File: src/rtl/imem_loader_pkg.sv
// Shared types and constants for the instruction-memory loader.
package imem_loader_pkg;

  typedef enum logic [2:0] {
    IDLE, LEN_LO, LEN_HI, DATA, COMMIT, CSUM, DONE, ERROR
  } state_e;

  localparam int BYTES_PER_WORD  = 4;
  localparam int WORD_BYTES_LOG2 = 2;
  localparam int COUNT_W         = 16;

  // Status outputs are a pure decode of the state register.
  typedef struct packed {
    logic s_ready;
    logic cpu_hold;
    logic done;
    logic error;
  } flags_t;

  function automatic flags_t state_flags(input state_e s);
    flags_t f;
    f.s_ready  = (s == LEN_LO) || (s == LEN_HI) || (s == DATA) || (s == CSUM);
    f.cpu_hold = (s != DONE);
    f.done     = (s == DONE);
    f.error    = (s == ERROR);
    return f;
  endfunction

endpackage

File: src/rtl/imem_loader_if.sv
// Byte stream in + instruction memory write port out.
// master: stream source / memory side, slave: the loader.
interface imem_loader_if #(
  parameter int ADDR_W = 32
);
  logic              s_valid;
  logic [7:0]        s_data;
  logic              s_ready;
  logic              imem_we;
  logic [ADDR_W-1:0] imem_addr;
  logic [31:0]       imem_wdata;

  modport master (
    output s_valid, s_data,
    input  s_ready, imem_we, imem_addr, imem_wdata
  );

  modport slave (
    input  s_valid, s_data,
    output s_ready, imem_we, imem_addr, imem_wdata
  );
endinterface

File: src/rtl/imem_word_packer.sv
// Assembles four accepted bytes into a little-endian word.
// word_valid pulses for the cycle after the byte completing a word.
module imem_word_packer
  import imem_loader_pkg::*;
(
  input  logic        clk,
  input  logic        reset,
  input  logic        clr,
  input  logic        byte_valid,
  input  logic [7:0]  byte_data,
  output logic        last_lane,
  output logic        word_valid,
  output logic [31:0] word
);

  logic [WORD_BYTES_LOG2-1:0] lane;
  // Earlier bytes shift right so lane 0 ends up in the low byte.
  logic [8*(BYTES_PER_WORD-1)-1:0] held;

  assign last_lane = (lane == WORD_BYTES_LOG2'(BYTES_PER_WORD - 1));

  // Lane counter, shift register and registered word/strobe.
  always_ff @(posedge clk or negedge reset) begin
    if (!reset) begin
      lane       <= '0;
      held       <= '0;
      word_valid <= 1'b0;
      word       <= '0;
    end else begin
      word_valid <= 1'b0;
      if (clr) begin
        lane <= '0;
        held <= '0;
      end else if (byte_valid) begin
        if (last_lane) begin
          word       <= {byte_data, held};
          word_valid <= 1'b1;
          lane       <= '0;
        end else begin
          held <= {byte_data, held[8*(BYTES_PER_WORD-1)-1:8]};
          lane <= lane + 1'b1;
        end
      end
    end
  end

endmodule

File: src/rtl/imem_loader.sv
// Program loader: length-prefixed byte stream -> instruction memory words.
// Optional trailing checksum byte enabled by IMEM_LOADER_CHECKSUM_EN.
module imem_loader
  import imem_loader_pkg::*;
#(
  parameter int DEPTH  = 64,
  parameter int ADDR_W = 32
) (
  input  logic         clk,
  input  logic         reset,
  input  logic         start,
  imem_loader_if.slave bus,
  output logic         cpu_hold,
  output logic         done,
  output logic         error
);

`ifdef IMEM_LOADER_CHECKSUM_EN
  localparam state_e AFTER_IMAGE = CSUM;
`else
  localparam state_e AFTER_IMAGE = DONE;
`endif

  state_e             state;
  flags_t             fl;
  logic [COUNT_W-1:0] count;
  logic [COUNT_W-1:0] index;
  logic [COUNT_W-1:0] len;
  logic [ADDR_W-1:0]  addr_q;
  logic               accept;
  logic               start_ok;
  logic               pk_last;
  logic               pk_valid;
  logic [31:0]        pk_word;

  assign fl       = state_flags(state);
  assign accept   = bus.s_valid && fl.s_ready;
  assign start_ok = start && (state == IDLE || state == DONE || state == ERROR);
  assign len      = {bus.s_data, count[7:0]};

  assign bus.s_ready    = fl.s_ready;
  assign bus.imem_we    = pk_valid;
  assign bus.imem_wdata = pk_word;
  assign bus.imem_addr  = addr_q;
  assign cpu_hold       = fl.cpu_hold;
  assign done           = fl.done;
  assign error          = fl.error;

  imem_word_packer u_packer (
    .clk        (clk),
    .reset      (reset),
    .clr        (start_ok),
    .byte_valid (accept && (state == DATA)),
    .byte_data  (bus.s_data),
    .last_lane  (pk_last),
    .word_valid (pk_valid),
    .word       (pk_word)
  );

`ifdef IMEM_LOADER_CHECKSUM_EN
  logic [7:0] sum;
  logic       csum_ok;

  // Running mod-256 sum of every accepted byte of the current load.
  always_ff @(posedge clk or negedge reset) begin
    if (!reset)        sum <= '0;
    else if (start_ok) sum <= '0;
    else if (accept)   sum <= sum + bus.s_data;
  end

  // Including the checksum byte itself the total must wrap to zero.
  assign csum_ok = (8'(sum + bus.s_data) == 8'h00);
`endif

  // Load sequencer: length capture, word counting, address generation.
  always_ff @(posedge clk or negedge reset) begin
    if (!reset) begin
      state  <= IDLE;
      count  <= '0;
      index  <= '0;
      addr_q <= '0;
    end else begin
      case (state)
        IDLE, DONE, ERROR: if (start_ok) state <= LEN_LO;
        LEN_LO: if (accept) begin
          count[7:0] <= bus.s_data;
          state      <= LEN_HI;
        end
        LEN_HI: if (accept) begin
          count <= len;
          index <= '0;
          if (len == '0)                       state <= AFTER_IMAGE;
          else if (len > COUNT_W'(DEPTH))      state <= ERROR;
          else                                 state <= DATA;
        end
        DATA: if (accept && pk_last) begin
          addr_q <= ADDR_W'({index, 2'b00});
          index  <= index + 1'b1;
          if (index == count - 1'b1) state <= COMMIT;
        end
        // The final write strobe is visible during this cycle.
        COMMIT: state <= AFTER_IMAGE;
`ifdef IMEM_LOADER_CHECKSUM_EN
        CSUM: if (accept) state <= csum_ok ? DONE : ERROR;
`endif
        default: state <= IDLE;
      endcase
    end
  end

endmodule
File: src/flat_wrapper.sv
// flat-port wrapper written by rule: the top's interface ports become plain ports
module imem_loader_flat import imem_loader_pkg::*;
#(
  parameter int DEPTH  = 64,
  parameter int ADDR_W = 32
)
  (clk, reset, start, cpu_hold, done, error, bus_s_valid, bus_s_data, bus_s_ready, bus_imem_we, bus_imem_addr, bus_imem_wdata);
  imem_loader_if #(.ADDR_W(ADDR_W)) bus_i ();
  input  logic clk;
  input  logic reset;
  input  logic start;
  output logic cpu_hold;
  output logic done;
  output logic error;
  input wire logic [$bits(bus_i.s_valid)-1:0] bus_s_valid;
  input wire logic [$bits(bus_i.s_data)-1:0] bus_s_data;
  output wire logic [$bits(bus_i.s_ready)-1:0] bus_s_ready;
  output wire logic [$bits(bus_i.imem_we)-1:0] bus_imem_we;
  output wire logic [$bits(bus_i.imem_addr)-1:0] bus_imem_addr;
  output wire logic [$bits(bus_i.imem_wdata)-1:0] bus_imem_wdata;
  assign bus_i.s_valid = bus_s_valid;
  assign bus_i.s_data = bus_s_data;
  assign bus_s_ready = bus_i.s_ready;
  assign bus_imem_we = bus_i.imem_we;
  assign bus_imem_addr = bus_i.imem_addr;
  assign bus_imem_wdata = bus_i.imem_wdata;
  imem_loader #(.DEPTH(DEPTH), .ADDR_W(ADDR_W)) u_core (.clk(clk), .reset(reset), .start(start), .bus(bus_i), .cpu_hold(cpu_hold), .done(done), .error(error));
endmodule
File: config.mk
export PLATFORM = sky130hd
export DESIGN_NAME = imem_loader_flat
export DESIGN_NICKNAME = d
export VERILOG_FILES = /design/src/rtl/imem_loader_pkg.sv /design/src/rtl/imem_loader_if.sv /design/src/rtl/imem_word_packer.sv /design/src/rtl/imem_loader.sv /design/src/flat_wrapper.sv
export SDC_FILE = /design/constraint.sdc
export NUM_CORES = 1
export LEC_CHECK = 0
export CAP_MARGIN = 20
export CORE_UTILIZATION = 46
export DETAILED_ROUTE_END_ITERATION = 8
export HOLD_SLACK_MARGIN = 0.12
export PLACE_DENSITY = 0.72
export SLEW_MARGIN = 20
export SYNTH_ARGS = -nofsm -noshare
export SYNTH_HDL_FRONTEND = slang
export SYNTH_SLANG_ARGS = --single-unit
File: constraint.sdc
create_clock -name clk -period 1.95 [get_ports clk]
set_input_delay 0.39 -clock clk [delete_from_list [all_inputs] [get_ports clk]]
set_output_delay 0.39 -clock clk [all_outputs]
set_load 0.01 [all_outputs]
==> run summary <==
The final critical delay including setup and external delays is 2.09 ns, and the final worst-path setup slack is -0.139 ns. The final count of hold timing violations is 0, and the required time of the critical path is 2.17 ns. The total area of sequential cells is 2760 um^2. The worst register-to-register path ends at u_core.state[1]$_DFFE_PN0P_.

The endpoint class of the critical path is a flip-flop. Max-cap check violation count: 0. The clock tree synthesis step divided the H-tree into 3 levels. The number of clock sinks seen by CTS was 110. Between clock sinks in the finished design, the worst skew comes to 0.00914 ns. In this run, distinct cell masters in the synthesized netlist total 61. Counting the fill cells in the layout gives 994. In the routed layout, each cell is associated on average with a via count of 5.40. The post-synthesis register bit count works out to 110. The total area inside the core boundary comes to 11100 um^2. The parity-gate share of the synthesized area counting xor and xnor cells is 0.0492. In this run the critical register-to-register path is launched from u_core.count[0]$_DFFE_PN0P_. The share of synthesized registers carrying an async set or reset came out at 1.00. After floorplanning, the core was divided into 38 placement rows. The starting utilization of the core area came out at 0.482.

TritonCTS built the clock tree. After legalization and detailed placement, the total HPWL measured 9820 um. The fraction of final layout cells with drive strength greater than 1 was 0.157; the leakage power of the design was 3.23 nW. The area of the multi-input gates is 2400 um^2. The logs give 0.516 for the sequential-to-total area share from yosys stat and 0 for the antenna violation net count after detailed routing.

The multiplexer share of the synthesized area was 0.0164. The number of port buffers was 64; the synthesized netlist cell count was 606. Among all stages on the critical path, the largest delay is contributed by sky130_fd_sc_hd__dfrtp_2. The final routed DRC violation total was 0. The compound-gate portion of the synthesized area works out to 0.0912. The number of global-route vias before repair was 4339; the number of cells traversed by the worst register-to-register path was 10. Detailed-route wire length per cell: 15.5 um. For this design the top-level I/O count stands at 81. The aggregate global-route resource usage is 0.238. For this run, the top clock speed supported by timing is 479 MHz.

The clock transition at the registers of the reported paths is 0.07 ns, and the die area is 12000 um^2. The first global-routing pass estimated 21700 um of wire. In the synthesized netlist the dominant register cell turns out to be sky130_fd_sc_hd__dfrtp_1.

The signal on the critical path passes through inv_2 > ha_4 > nor3b_4 > buf_4 > o21ai_0 > o21ai_0 > a32oi_1 > a211oi_2 > buf_4 > a31oi_1. The routed layout has 4616 vias. The run finished, with violations left.

The tools report the final setup violation count as 6. The run gives 0 as the count of warnings emitted by yosys. Setup repair after global routing could not meet its margin everywhere. At the end of the flow, the number of nets in the layout was 727. The share of the cycle needed by the critical path after routing is 1.07, and the share of synthesized cell area in and, or, nand and nor gates is 0.263. Combinational family with the most area after synthesis: simple AND/OR/NAND/NOR gates.

Terminating pin of the worst hold path: u_core.u_packer.word[0]$_DFFE_PN0P_. The synthesized design contains 0 enable-type register cells. The adder-cell share of the synthesized area is 0.00938. The largest vdd supply drop is 0.719 mV.

Clock latency on the worst-skew pair, taken at its later pin, is 0.35 ns. From left edge to right edge, the die measures 110 um. The classification of the worst setup path was reg -> reg. Setup total negative slack on the finished layout was measured at -0.594 ns. The logs give 6820 um^2 for the post-layout instance area and 0 for the overall overflow remaining after global route.

The run gives 1.08 as the placer's final routability congestion estimate. The checks that failed: negative setup slack. The total count of max-transition violations in the final report is 0, and the total power divided by cell area is 1380 nW/um^2.

The run gives 344 as the count of routing violations after the opening detailed-route iteration. The worst hold path begins at u_core.u_packer.held[0]$_DFFE_PN0P_. In this run the deepest clock path goes through 2 buffers. The path class of the tightest hold or removal check is reg -> reg.

The setup check on the worst reg-to-reg path leaves a slack of -0.14 ns. For this run, the detailed router's first-pass iteration total came to 5. The run gives 0 as the initial antenna violation count. On the worst path, the slowest cell contributes a delay of 0.45 ns.

The largest fanout on the critical path is 4, and the diode insertion count for antenna repair is 0. The routed wire length was 13300 um; the post-detailed-placement cell area was 6460 um^2. Clock tree synthesis inserted a total of 9 buffers. The number of cells traversed by the worst hold path works out to 2. Average size of a mapped cell: 8.81 um^2. STA classifies the critical path startpoint as a flip-flop. The tools report the buffer cell driving the clock tree root as sky130_fd_sc_hd__clkbuf_16. At the worst endpoint, the arrival time is 2.31 ns. The post-synthesis cell area is 5340 um^2, and the vertical die dimension is 110 um. Relative to the synthesized area, the layout overhead comes to 27.8%. The pin count of the biggest net entering global routing was 37.
flip-flops by register name (all words and copies together), names as in the netlist:
| name | flops |
|---|---|
| u_core.bus.imem_addr | 16 |
| u_core.count | 16 |
| u_core.index | 16 |
| u_core.state | 3 |
| u_core.u_packer.held | 24 |
| u_core.u_packer.lane | 2 |
| u_core.u_packer.word | 32 |
| u_core.u_packer.word_valid | 1 |
critical path, delay by kind of cell (launching register included):
kind	cells	cell delay (ns)
buffers and inverters	3	0.42
AOI/OAI and AO/OA	5	0.72
adders and majority gates	1	0.14
DFF	1	0.45
and+or+nand+nor	1	0.25
area by class of cell:
type	count	share of cell area
flip-flops and latches	110	0.404
multi-input cells	454	0.352
repair buffers	126	0.170
clock buffers	10	0.0336
well taps	140	0.0257
clock inverters	5	0.00972
inverters	10	0.00550
worst max-delay path by stage:
stage / from / to / slack (ns) / cells past startpoint
2_1_floorplan: u_core.count[7]$_DFFE_PN0P_ / u_core.state[1]$_DFFE_PN0P_ / 0.004 / 6
3_3_place_gp: bus_s_valid / u_core.index[14]$_DFFE_PN0P_ / -0.24 / 7
3_5_place_dp: bus_s_valid / u_core.index[12]$_DFFE_PN0P_ / -0.28 / 7
4_1_cts: u_core.count[1]$_DFFE_PN0P_ / u_core.state[1]$_DFFE_PN0P_ / -0.11 / 7
5_1_grt: u_core.count[1]$_DFFE_PN0P_ / u_core.state[1]$_DFFE_PN0P_ / -0.23 / 7
6_report: u_core.count[0]$_DFFE_PN0P_ / u_core.state[1]$_DFFE_PN0P_ / -0.14 / 10
where the power goes:
part / total, mW / leakage, nW / switching, mW / internal, mW
Combinational: 3.92 / 1.62 / 1.99 / 1.93
Sequential: 3.67 / 1.47 / 0.650 / 3.02
Clock: 1.84 / 0.141 / 0.837 / 1.01
Total: 9.44 / 3.23 / 3.48 / 5.96
synth_stat cells, types with 2 or more instances:
cell / number / share of area
sky130_fd_sc_hd__or3_1: 6 / 0.0070
sky130_fd_sc_hd__nand3_1: 12 / 0.011
sky130_fd_sc_hd__nand3b_1: 2 / 0.0028
sky130_fd_sc_hd__nand4_1: 5 / 0.0059
sky130_fd_sc_hd__inv_1: 9 / 0.0063
sky130_fd_sc_hd__o21ai_0: 18 / 0.017
sky130_fd_sc_hd__nor4_4: 2 / 0.0080
sky130_fd_sc_hd__o2111ai_1: 3 / 0.0049
sky130_fd_sc_hd__and3_1: 5 / 0.0059
sky130_fd_sc_hd__dfrtp_1: 110 / 0.52
sky130_fd_sc_hd__a21oi_1: 34 / 0.032
sky130_fd_sc_hd__nand2_1: 226 / 0.16
sky130_fd_sc_hd__nor4_1: 3 / 0.0035
sky130_fd_sc_hd__buf_1: 4 / 0.0028
sky130_fd_sc_hd__clkbuf_1: 20 / 0.014
sky130_fd_sc_hd__nor3_1: 8 / 0.0075
sky130_fd_sc_hd__nand4b_1: 2 / 0.0033
sky130_fd_sc_hd__nor3b_2: 2 / 0.0047
sky130_fd_sc_hd__nor2b_1: 2 / 0.0023
sky130_fd_sc_hd__xor2_1: 14 / 0.023
sky130_fd_sc_hd__buf_2: 6 / 0.0056
sky130_fd_sc_hd__a311oi_1: 2 / 0.0033
sky130_fd_sc_hd__a211oi_1: 3 / 0.0042
sky130_fd_sc_hd__o22ai_1: 2 / 0.0023
sky130_fd_sc_hd__nor2_1: 27 / 0.019
sky130_fd_sc_hd__mux2i_1: 2 / 0.0038
sky130_fd_sc_hd__ha_1: 4 / 0.0094
sky130_fd_sc_hd__buf_4: 16 / 0.023
sky130_fd_sc_hd__o21a_1: 3 / 0.0042
sky130_fd_sc_hd__nand2b_1: 3 / 0.0035
sky130_fd_sc_hd__mux2_2: 6 / 0.013
sky130_fd_sc_hd__xnor2_1: 16 / 0.026
what timing repair did:
action,in CTS,in global routing
buffers inserted,4,0
pin swaps,4,1
hold buffers,1,0
resized for setup,8,5
endpoints found under the setup margin,7,22
hold endpoints to repair,32,0
cell families after synthesis:
kind of cell | after synthesis
xor+xnor | 30
flops | 110
compound gates | 79
simple gates | 317
other cells | 1
buf+inv | 57
mux | 8
fa+ha+maj | 4
metal layers:
layer | track usage | vias up | wire length, um
met5 | 0 | - | 0
met4 | 0.117 | 0 | 450
met3 | 0.0243 | 29 | 748
met2 | 0.372 | 189 | 6160
met1 | 0.331 | 2221 | 5900
li1 | - | 2177 | -
through the flow:
stage               utilization  power [mW]  hold WS (ns)  worst slack (ns)  instances
finish                    0.616        9.44         0.468            -0.139        855
global route              0.616        10.1         0.494            -0.230        855
CTS                       0.614        9.45         0.469            -0.113        855
detailed placement        0.583        7.54         0.394            -0.281        835
global placement          0.583        7.40         0.395            -0.236        835
floorplan                     -        5.76        0.0944           0.00398        621
cells in the final DEF (no fill, tap or decap), types with 6 or more instances in the layout:
master and count:
sky130_fd_sc_hd__conb_1 16, sky130_fd_sc_hd__nor3_1 8, sky130_fd_sc_hd__dfrtp_1 107, sky130_fd_sc_hd__o21ai_0 17, sky130_fd_sc_hd__or3_1 6, sky130_fd_sc_hd__xor2_1 14
sky130_fd_sc_hd__xnor2_1 16, sky130_fd_sc_hd__inv_1 6, sky130_fd_sc_hd__a21oi_1 34, sky130_fd_sc_hd__nor2_1 26, sky130_fd_sc_hd__nand3_1 12, sky130_fd_sc_hd__clkbuf_16 9
sky130_fd_sc_hd__clkdlybuf4s50_1 62, sky130_fd_sc_hd__buf_4 57, sky130_fd_sc_hd__mux2_2 6, sky130_fd_sc_hd__nand2_1 226
Note: power is estimated with default switching activity, not from simulation.
==> RTL edit: new RTL, same flow settings <==
Register the output `error`; this adds one clock of latency there. The other outputs are not delayed to match.
--- a/src/rtl/imem_loader.sv
+++ b/src/rtl/imem_loader.sv
@@ -14,6 +14,8 @@
   output logic         done,
   output logic         error
 );
+
+  logic error_d;
 
 `ifdef IMEM_LOADER_CHECKSUM_EN
   localparam state_e AFTER_IMAGE = CSUM;
@@ -44,7 +46,7 @@
   assign bus.imem_addr  = addr_q;
   assign cpu_hold       = fl.cpu_hold;
   assign done           = fl.done;
-  assign error          = fl.error;
+  assign error_d        = fl.error;
 
   imem_word_packer u_packer (
     .clk        (clk),
@@ -108,4 +110,8 @@
     end
   end
 
+  always_ff @(posedge clk) begin
+    error <= error_d;
+  end
+
 endmodule
Formal check against the unedited RTL: not equivalent (a bounded check fails within 4 cycles, from zero or initial values and one cycle with reset low).
==> RTL edit against the unedited design <==
- the run still ends with negative setup slack left
- sequential cell count up 1
- sequential power is 6.0% lower
- via count is 11% lower
- synthesized area decreased by 0.38%
- setup slack improved by 0.0084 ns
- non-clock buffer count increased by 1
- cell area up 2.1%
- total power shrank 6.5%
- core utilization grew 1.6 points
- routed wire length is 8.0% lower
- critical endpoint unchanged
- largest power group unchanged
==> RTL edit: results <==
set metrics [dict create \
    synthAdderAreaFrac_pct 0.941 \
    synth_xor_area_share_pct 4.78 \
    slew_headroom_pct 65.6 \
    critPathMaxFanout 6 \
    routed_wl_um 12200 \
    drive_gt1_share_pct 23.6 \
    synth_area_leaders "dfrtp_1 (52%), nand2_1 (10%), mux2_2 (7.6%)" \
    holdPathEnd "u_core.u_packer.word[1]" \
    via_per_inst 5.23 \
    outcome "finished with violations" \
    vias 4128 \
    yosysSeqAreaShare_pct 52.1 \
    path_clk_slew_ns 0.08 \
    async_flop_share_pct 99.1 \
    place_ws_ns -0.339 \
    violations "negative setup slack" \
    synth_compound_area_share_pct 8.61 \
    reg2reg_depth 7 \
    grt_max_degree 46 \
    portBuffers 64 \
    grt_pass1_wl_um 19800 \
    worstHoldStart "u_core.u_packer.held[1]" \
    synthMuxAreaShare_pct 7.81 \
    dp_cells 762 \
    clock_skew_ns 0.00592 \
    drt_iter0_markers 242 \
    drtPass1Iterations 4 \
    intPower_uw 5670 \
    p_leak_uw 0.00327 \
    total_power_uw 8830 \
    finalNetCount 660 \
    synth_cells 538 \
    setup_ws_ns -0.131 \
    setup_violations 3 \
    grt_usage_pct 21.6 \
    clkLatencyLatePin_ns 0.35 \
    power_frac_comb_pct 40.0 \
    setup_tns_ns -0.383 \
    root_buffer "clkbuf_16" \
    rr_startpoint "u_core.count[3]" \
    ir_worst_vdd_uv 567 \
    synth_top_area_share_pct 51.8 \
    synth_commonest_cells "nand2_1 (141), dfrtp_1 (110), mux2_2 (36), a21oi_1 (35), nor2_1 (26)" \
    grt_pass1_vias 3979 \
    post-dp-hpwl_um 8380 \
]
RTL edit: per-layer routing:
layer  part of all wire [%]  wire, µm  GRT usage, %  vias to the layer above
li1                       -         -             -                     2000
met1                     47      5690          30.6                     2036
met2                     49      5920          33.9                       84
met3                    4.0       491          4.74                        8
met4                   0.66        80          5.24                        0
met5                      0         0             0                        -
RTL edit: stage by stage:
| step | area, µm² | util [%] | hold slack [ns] |
|---|---|---|---|
| floorplan | 5410 | - | 0.0944 |
| global route | 6970 | 63.2 | 0.492 |
| global placement | 6460 | 58.6 | 0.392 |
| finish | 6970 | 63.2 | 0.471 |
| CTS | 6850 | 62.1 | 0.473 |
| detailed placement | 6460 | 58.6 | 0.393 |
RTL edit: cell type report:
type / instances / area [µm²]
multi-input combinational: 387 / 2430
clock inverter: 6 / 58.8
tap: 140 / 175
timing repair buffer: 127 / 1250
fill: 881 / 4060
sequential: 111 / 2780
inverter: 8 / 33.8
clock buffer: 10 / 239
RTL edit: what timing repair did:
action                                 CTS  global route
resized for setup                       19            15
endpoints found under the hold margin   33             0
setup endpoints to repair                6            37
buffers inserted                         4             6
hold buffers                             1             0
pin swaps                                6            10
RTL edit: worst max-delay path, stage by stage, from the launching register on:
cell       delay (ns)
dfrtp_2          0.48
buf_4            0.19
xnor2_2          0.23
xnor2_2          0.10
nor4_2           0.32
o2111ai_2        0.19
nor4_4           0.33
a21oi_1          0.11
RTL edit: cell families (layout without fill, tap and decap cells):
family / Yosys count / after routing
buf+inv: 55 / 151
mux: 37 / 37
fa+ha+maj: 4 / 4
simple gates: 228 / 228
compound gates: 73 / 73
xor+xnor: 29 / 29
flops: 111 / 111
other cells: 1 / 16
